## src/rtl/sprite_attr_fetch.sv

```systemverilog
// Per-scanline sprite attribute scanner: reads two words per sprite, tests the line
// against each sprite and streams hits over valid/ready. Define SPRITE_FETCH_REGMODE_EN for LAT=2.
module sprite_attr_fetch #(
   parameter int NUM_SPRITES = 128,
   parameter int AWID        = 8,
   parameter int MAX_HITS    = 64
) (
   input  logic            clk_i,
   input  logic            rst_i,
   input  logic            start_i,
   input  logic [9:0]      line_i,
   output logic            mem_rd_en_o,
   output logic [AWID-1:0] mem_addr_o,
   input  logic [31:0]     mem_rdata_i,
   output logic            spr_valid_o,
   input  logic            spr_ready_i,
   output logic [6:0]      spr_idx_o,
   output logic [11:0]     spr_addr_o,
   output logic            spr_mode_o,
   output logic [9:0]      spr_x_o,
   output logic [5:0]      spr_yoff_o,
   output logic [7:0]      spr_flags_o,
   output logic [7:0]      spr_size_o,
   output logic            busy_o,
   output logic            done_o,
   output logic            overflow_o
);

`ifdef SPRITE_FETCH_REGMODE_EN
   localparam int LAT = 2;
`else
   localparam int LAT = 1;
`endif
   localparam int IW = (NUM_SPRITES > 1) ? $clog2(NUM_SPRITES) : 1;
   localparam int HW = $clog2(MAX_HITS + 1);
   localparam logic [IW-1:0] LAST_IDX = IW'(NUM_SPRITES - 1);
   localparam logic [HW-1:0] HIT_LIM  = HW'(MAX_HITS);

   typedef enum logic [2:0] {
      S_IDLE, S_RD0, S_RD1, S_WAIT, S_EVAL, S_OUT, S_NEXT, S_DONE
   } state_t;

   state_t          r_state;
   logic [IW-1:0]   r_idx;
   logic [HW-1:0]   r_hits;
   logic [9:0]      r_line;
   logic [31:0]     r_word0;
   logic [31:0]     r_word1;
   logic [LAT:1]    r_vld_pipe;
   logic [LAT:1]    r_sel_pipe;
   logic [LAT:1]    w_vld_nxt;
   logic [LAT:1]    w_sel_nxt;
   logic            w_cap0;
   logic            w_cap1;
   logic [9:0]      w_dy;
   logic [6:0]      w_height;
   logic            w_hit;
   logic            w_unused;

   // Each issued read is tracked with its word select so returning data lands
   // in the right word regardless of latency.
   generate
      if (LAT > 1) begin : g_pipe_n
         assign w_vld_nxt = {r_vld_pipe[LAT-1:1], mem_rd_en_o};
         assign w_sel_nxt = {r_sel_pipe[LAT-1:1], mem_addr_o[0]};
      end else begin : g_pipe_1
         assign w_vld_nxt = mem_rd_en_o;
         assign w_sel_nxt = mem_addr_o[0];
      end
   endgenerate

   assign w_cap0   = r_vld_pipe[LAT] & ~r_sel_pipe[LAT];
   assign w_cap1   = r_vld_pipe[LAT] &  r_sel_pipe[LAT];
   assign w_dy     = r_line - r_word1[9:0];
   assign w_height = 7'd8 << r_word1[31:30];
   assign w_hit    = (r_word1[19:18] != 2'd0) && (w_dy < {3'd0, w_height});
   assign w_unused = ^{r_word0[31:26], r_word0[14:12], r_word1[15:10]};

   always_ff @(posedge clk_i) begin
      if (rst_i) begin
         r_state     <= S_IDLE;
         r_idx       <= '0;
         r_hits      <= '0;
         r_line      <= '0;
         r_word0     <= '0;
         r_word1     <= '0;
         r_vld_pipe  <= '0;
         r_sel_pipe  <= '0;
         mem_rd_en_o <= 1'b0;
         mem_addr_o  <= '0;
         spr_valid_o <= 1'b0;
         spr_idx_o   <= '0;
         spr_addr_o  <= '0;
         spr_mode_o  <= 1'b0;
         spr_x_o     <= '0;
         spr_yoff_o  <= '0;
         spr_flags_o <= '0;
         spr_size_o  <= '0;
         busy_o      <= 1'b0;
         done_o      <= 1'b0;
         overflow_o  <= 1'b0;
      end else begin
         r_vld_pipe  <= w_vld_nxt;
         r_sel_pipe  <= w_sel_nxt;
         mem_rd_en_o <= 1'b0;
         done_o      <= 1'b0;
         if (w_cap0) r_word0 <= mem_rdata_i;
         if (w_cap1) r_word1 <= mem_rdata_i;
         case (r_state)
            S_IDLE: begin
               if (start_i) begin
                  r_line      <= line_i;
                  r_idx       <= '0;
                  r_hits      <= '0;
                  overflow_o  <= 1'b0;
                  busy_o      <= 1'b1;
                  mem_rd_en_o <= 1'b1;
                  mem_addr_o  <= '0;
                  r_state     <= S_RD0;
               end
            end
            S_RD0: begin
               mem_rd_en_o <= 1'b1;
               mem_addr_o  <= AWID'({r_idx, 1'b1});
               r_state     <= S_RD1;
            end
            S_RD1: r_state <= S_WAIT;
            S_WAIT: if (w_cap1) r_state <= S_EVAL;
            S_EVAL: begin
               if (w_hit) begin
                  spr_valid_o <= 1'b1;
                  spr_idx_o   <= 7'(r_idx);
                  spr_addr_o  <= r_word0[11:0];
                  spr_mode_o  <= r_word0[15];
                  spr_x_o     <= r_word0[25:16];
                  spr_yoff_o  <= w_dy[5:0];
                  spr_flags_o <= r_word1[23:16];
                  spr_size_o  <= r_word1[31:24];
                  r_state     <= S_OUT;
               end else begin
                  r_state <= S_NEXT;
               end
            end
            S_OUT: begin
               if (spr_ready_i) begin
                  spr_valid_o <= 1'b0;
                  r_hits      <= r_hits + 1'b1;
                  r_state     <= S_NEXT;
               end
            end
            S_NEXT: begin
               if (r_idx == LAST_IDX) begin
                  busy_o  <= 1'b0;
                  done_o  <= 1'b1;
                  r_state <= S_DONE;
               end else if (r_hits == HIT_LIM) begin
                  overflow_o <= 1'b1;
                  busy_o     <= 1'b0;
                  done_o     <= 1'b1;
                  r_state    <= S_DONE;
               end else begin
                  r_idx       <= r_idx + 1'b1;
                  mem_rd_en_o <= 1'b1;
                  mem_addr_o  <= AWID'({r_idx + 1'b1, 1'b0});
                  r_state     <= S_RD0;
               end
            end
            S_DONE: r_state <= S_IDLE;
            default: r_state <= S_IDLE;
         endcase
      end
   end

endmodule

```

## config.mk

```make
export PLATFORM = sky130hd
export DESIGN_NAME = sprite_attr_fetch
export DESIGN_NICKNAME = d
export VERILOG_FILES = /design/src/rtl/sprite_attr_fetch.sv
export SDC_FILE = /design/constraint.sdc
export NUM_CORES = 1
export LEC_CHECK = 0
export CAP_MARGIN = 30
export CORE_MARGIN = 4
export CORE_UTILIZATION = 35
export CTS_CLUSTER_DIAMETER = 200
export DETAILED_ROUTE_END_ITERATION = 8
export DONT_BUFFER_PORTS = 1
export GPL_TIMING_DRIVEN = 0
export PLACE_DENSITY_LB_ADDON = 0.15
export SKIP_CTS_REPAIR_TIMING = 1
export SYNTH_ARGS = -nofsm -noshare
export SYNTH_HDL_FRONTEND = slang
export SYNTH_SLANG_ARGS = --single-unit
```

## constraint.sdc

```tcl
create_clock -name clk_i -period 5.6 [get_ports clk_i]
set_clock_uncertainty 0.05 [all_clocks]
set_input_delay 1.12 -clock clk_i [delete_from_list [all_inputs] [get_ports clk_i]]
set_output_delay 1.12 -clock clk_i [all_outputs]
set_load 0.05 [all_outputs]
```

==> impl_metrics.yaml <==
timing:
  fmax_ghz: 0.283
  worst_pin_slew_ns: 0.755
  finalHoldViolations: 0
  finalSetupViolations: 0
  finalWorstSetupSlack_ns: 2.07
  finalCritPeriodShare: 0.631
  drv_slew: 0
  final.min_clock_period_ns: 3.53
  fin_setup_tns_ns: 0
  grt_setup_unrepaired: "no"
  relSlewSlack: 0.497
synth:
  synth.distinct_cells: 61
  synth.yosys.warnings: 0
  post_synth.cell_area_avg_um2: 8.35
  ys.flop_type: "dfxtp_1"
  synthesis.nets: 827
  ys_seq_elements: 143
  synth_edf_count: 0
  syn-cell-area_mm2: 0.00638
  ys_seq_area_frac: 0.449
  async_flop_share: 0
  syn_inst: 764
clocking:
  clockRootBuffer: "clkbuf_16"
  cts_tree: "done"
  h-tree-depth: 4
  clkTransAtPathRegs_ns: 0.06
  clk_path_buf_depth: 2
  cts_buffers: 17
  insertion_delay_ns: 0.42
  clock_sinks: 143
power:
  p_leak_nw: 2.42
  seq_power_share: 0.355
  netSwitchingFraction: 0.417
  peakVddDrop_mv: 0.289
  pwr-share-comb: 0.322
  p_total_w: 0.00366
  p_per_area_mw_per_mm2: 503
  p_int_w: 0.00213
  switchingPower_w: 0.00152
  p_clk_frac: 0.323
setup_path:
  criticalPathCategory: "reg -> reg"
  r2r_end: "spr_addr_o[0]$_SDFFE_PP0P_"
  critPathLaunch: "r_word1[1]$_SDFFE_PP0P_"
  arrival_ns: 3.77
  critPathCapture: "spr_addr_o[0]$_SDFFE_PP0P_"
  worst-path-max-fanout: 10
  r2r-start: "r_word1[1]$_SDFFE_PP0P_"
  end_kind: "flop"
  rr_worst_depth: 14
  required_ns: 5.83
  regToRegSetupSlack_ns: 2.07
  startpoint_type: "flop"
place:
  gp_congestion: 0.854
  post-place-ws_ns: 2.08
  dp_hpwl_mm: 15.0
  port_buffers: 0
  placed_area_mm2: 0.00667
global_routing:
  grt_antenna_before_repair: 0
  grt_overflow: 0
  grt_pass1_vias: 5527
  grt_pass1_wl_mm: 31.3
  grt_usage: 0.200
  grt_max_degree: 17
floorplanning:
  io-pin-count: 111
  die_y_um: 143
  die_x_um: 143
  start_util: 0.355
  die_area_mm2: 0.0205
  rows: 49
  core-area_mm2: 0.0180
route:
  viasPerCell: 5.63
  ant_nets: 0
  wl_mm: 20.6
  first_iter_violations: 424
  drc_errors: 0
  first_pass_iters: 5
  drt-wirelength-per-cell_um: 20.1
  vias: 5766
cells_and_area:
  regArea_mm2: 0.00286
  diodes: 0
  final_cell_mix: "nand2_1 (143), dfxtp_1 (143), a21oi_1 (118), clkbuf_1 (47)"
  drive_above_1_share: 0.0854
  multi_input_comb_area_mm2: 0.00316
  fillCellCount: 1825
  syn2layout_area_growth_pct: 14.1
  fin_nets: 846
  stdcell_area_mm2: 0.00728
status:
  status: "finished clean"
worst_hold_path:
  min-delay-path-class: "reg -> reg"
run:
  drv_cap: 0
-- per-layer routing --
metal / track usage / up-vias / routed length, um
li1: - / 2778 / -
met5: 0 / - / 0
met4: 0.0555 / 0 / 296
met2: 0.314 / 164 / 9580
met1: 0.266 / 2800 / 9220
met3: 0.0656 / 24 / 1460
-- metrics by stage --
step | utilization | hold slack, ns | cells
after floorplan | - | 0.386 | 764
after global placement | 0.371 | 0.395 | 993
after detailed placement | 0.371 | 0.399 | 993
after CTS | 0.405 | 0.409 | 1025
after global routing | 0.405 | 0.418 | 1025
final | 0.405 | 0.408 | 1025
-- worst min-delay path by stage --
stage                        startpoint                        to  slack, ns  depth (start not counted)
2_1_floorplan    r_line[0]$_SDFFE_PP0P_    r_line[0]$_SDFFE_PP0P_       0.39                          2
3_3_place_gp   r_word1[24]$_SDFFE_PP0P_  r_word1[24]$_SDFFE_PP0P_       0.39                          2
3_5_place_dp   r_word0[23]$_SDFFE_PP0P_  r_word0[23]$_SDFFE_PP0P_       0.40                          2
4_1_cts        r_word0[23]$_SDFFE_PP0P_  r_word0[23]$_SDFFE_PP0P_       0.41                          2
5_1_grt        r_word1[24]$_SDFFE_PP0P_  r_word1[24]$_SDFFE_PP0P_       0.42                          2
6_report       r_word1[17]$_SDFFE_PP0P_  r_word1[17]$_SDFFE_PP0P_       0.41                          2
-- cell families (layout without fill, tap and decap cells) --
family          count (synthesis)  count (layout)  share of synthesized area
simple gates                  288             288                      0.219
fa+ha+maj                      17              17                     0.0345
flops                         143             143                      0.449
buf+inv                        81             113                     0.0561
mux                             3               3                    0.00568
compound gates                222             222                      0.222
xor+xnor                       10              10                     0.0149
-- area by class of cell --
type	count	share of cell area
Clock buffer	18	0.0603
Buffer	67	0.0419
Multi-Input combinational cell	540	0.434
Tap cell	229	0.0394
Clock inverter	14	0.0235
Sequential cell	143	0.393
Inverter	14	0.00722
-- power groups by stage --
| stage | Clock (W) | Combinational [W] | Sequential, W |
|---|---|---|---|
| finish | 0.00118 | 0.00118 | 0.00130 |
| global route | 0.00125 | 0.00131 | 0.00131 |
| CTS | 0.00120 | 0.00117 | 0.00130 |
| detailed placement | 0 | 0.00117 | 0.00132 |
| global placement | 0 | 0.00114 | 0.00132 |
| floorplan | 0 | 0.000849 | 0.00130 |
-- state kept, by name, summed over array words and instances (netlist names), 8 cells and up --
signal,count
mem_addr_o,8
r_line,10
r_word0,23
r_word1,26
spr_addr_o,12
spr_flags_o,8
spr_size_o,8
spr_x_o,10
-- worst max-delay path, cell delays in order, from the launching register on --
cell and delay, ns:
dfxtp_1 0.39, inv_1 0.06, ha_1 0.26, nor2b_1 0.14, o31a_1 0.28, o21a_1 0.18, nor2_1 0.11, xnor2_1 0.20
ha_1 0.29, o211ai_1 0.29, o211ai_1 0.34, buf_4 0.29, buf_6 0.15, o31ai_1 0.24, a21oi_1 0.11
-- synthesized netlist by cell type (6+ instances only) --
| library cell | count | area [um2] |
|---|---|---|
| a31o_1 | 9 | 78.8 |
| buf_4 | 7 | 52.6 |
| o31ai_1 | 38 | 285 |
| a211oi_1 | 9 | 67.6 |
| nand4_1 | 39 | 244 |
| inv_1 | 14 | 52.6 |
| nand3_1 | 11 | 55.1 |
| buf_1 | 6 | 22.5 |
| a21oi_1 | 118 | 591 |
| o21ai_0 | 11 | 55.1 |
| nand2b_1 | 7 | 43.8 |
| ha_1 | 16 | 200 |
| clkbuf_1 | 47 | 176 |
| nor2_1 | 39 | 146 |
| dfxtp_1 | 143 | 2860 |
| nand2_1 | 143 | 537 |
| nor3_1 | 15 | 75.1 |
No activity file was read; power rests on OpenSTA's default activity.
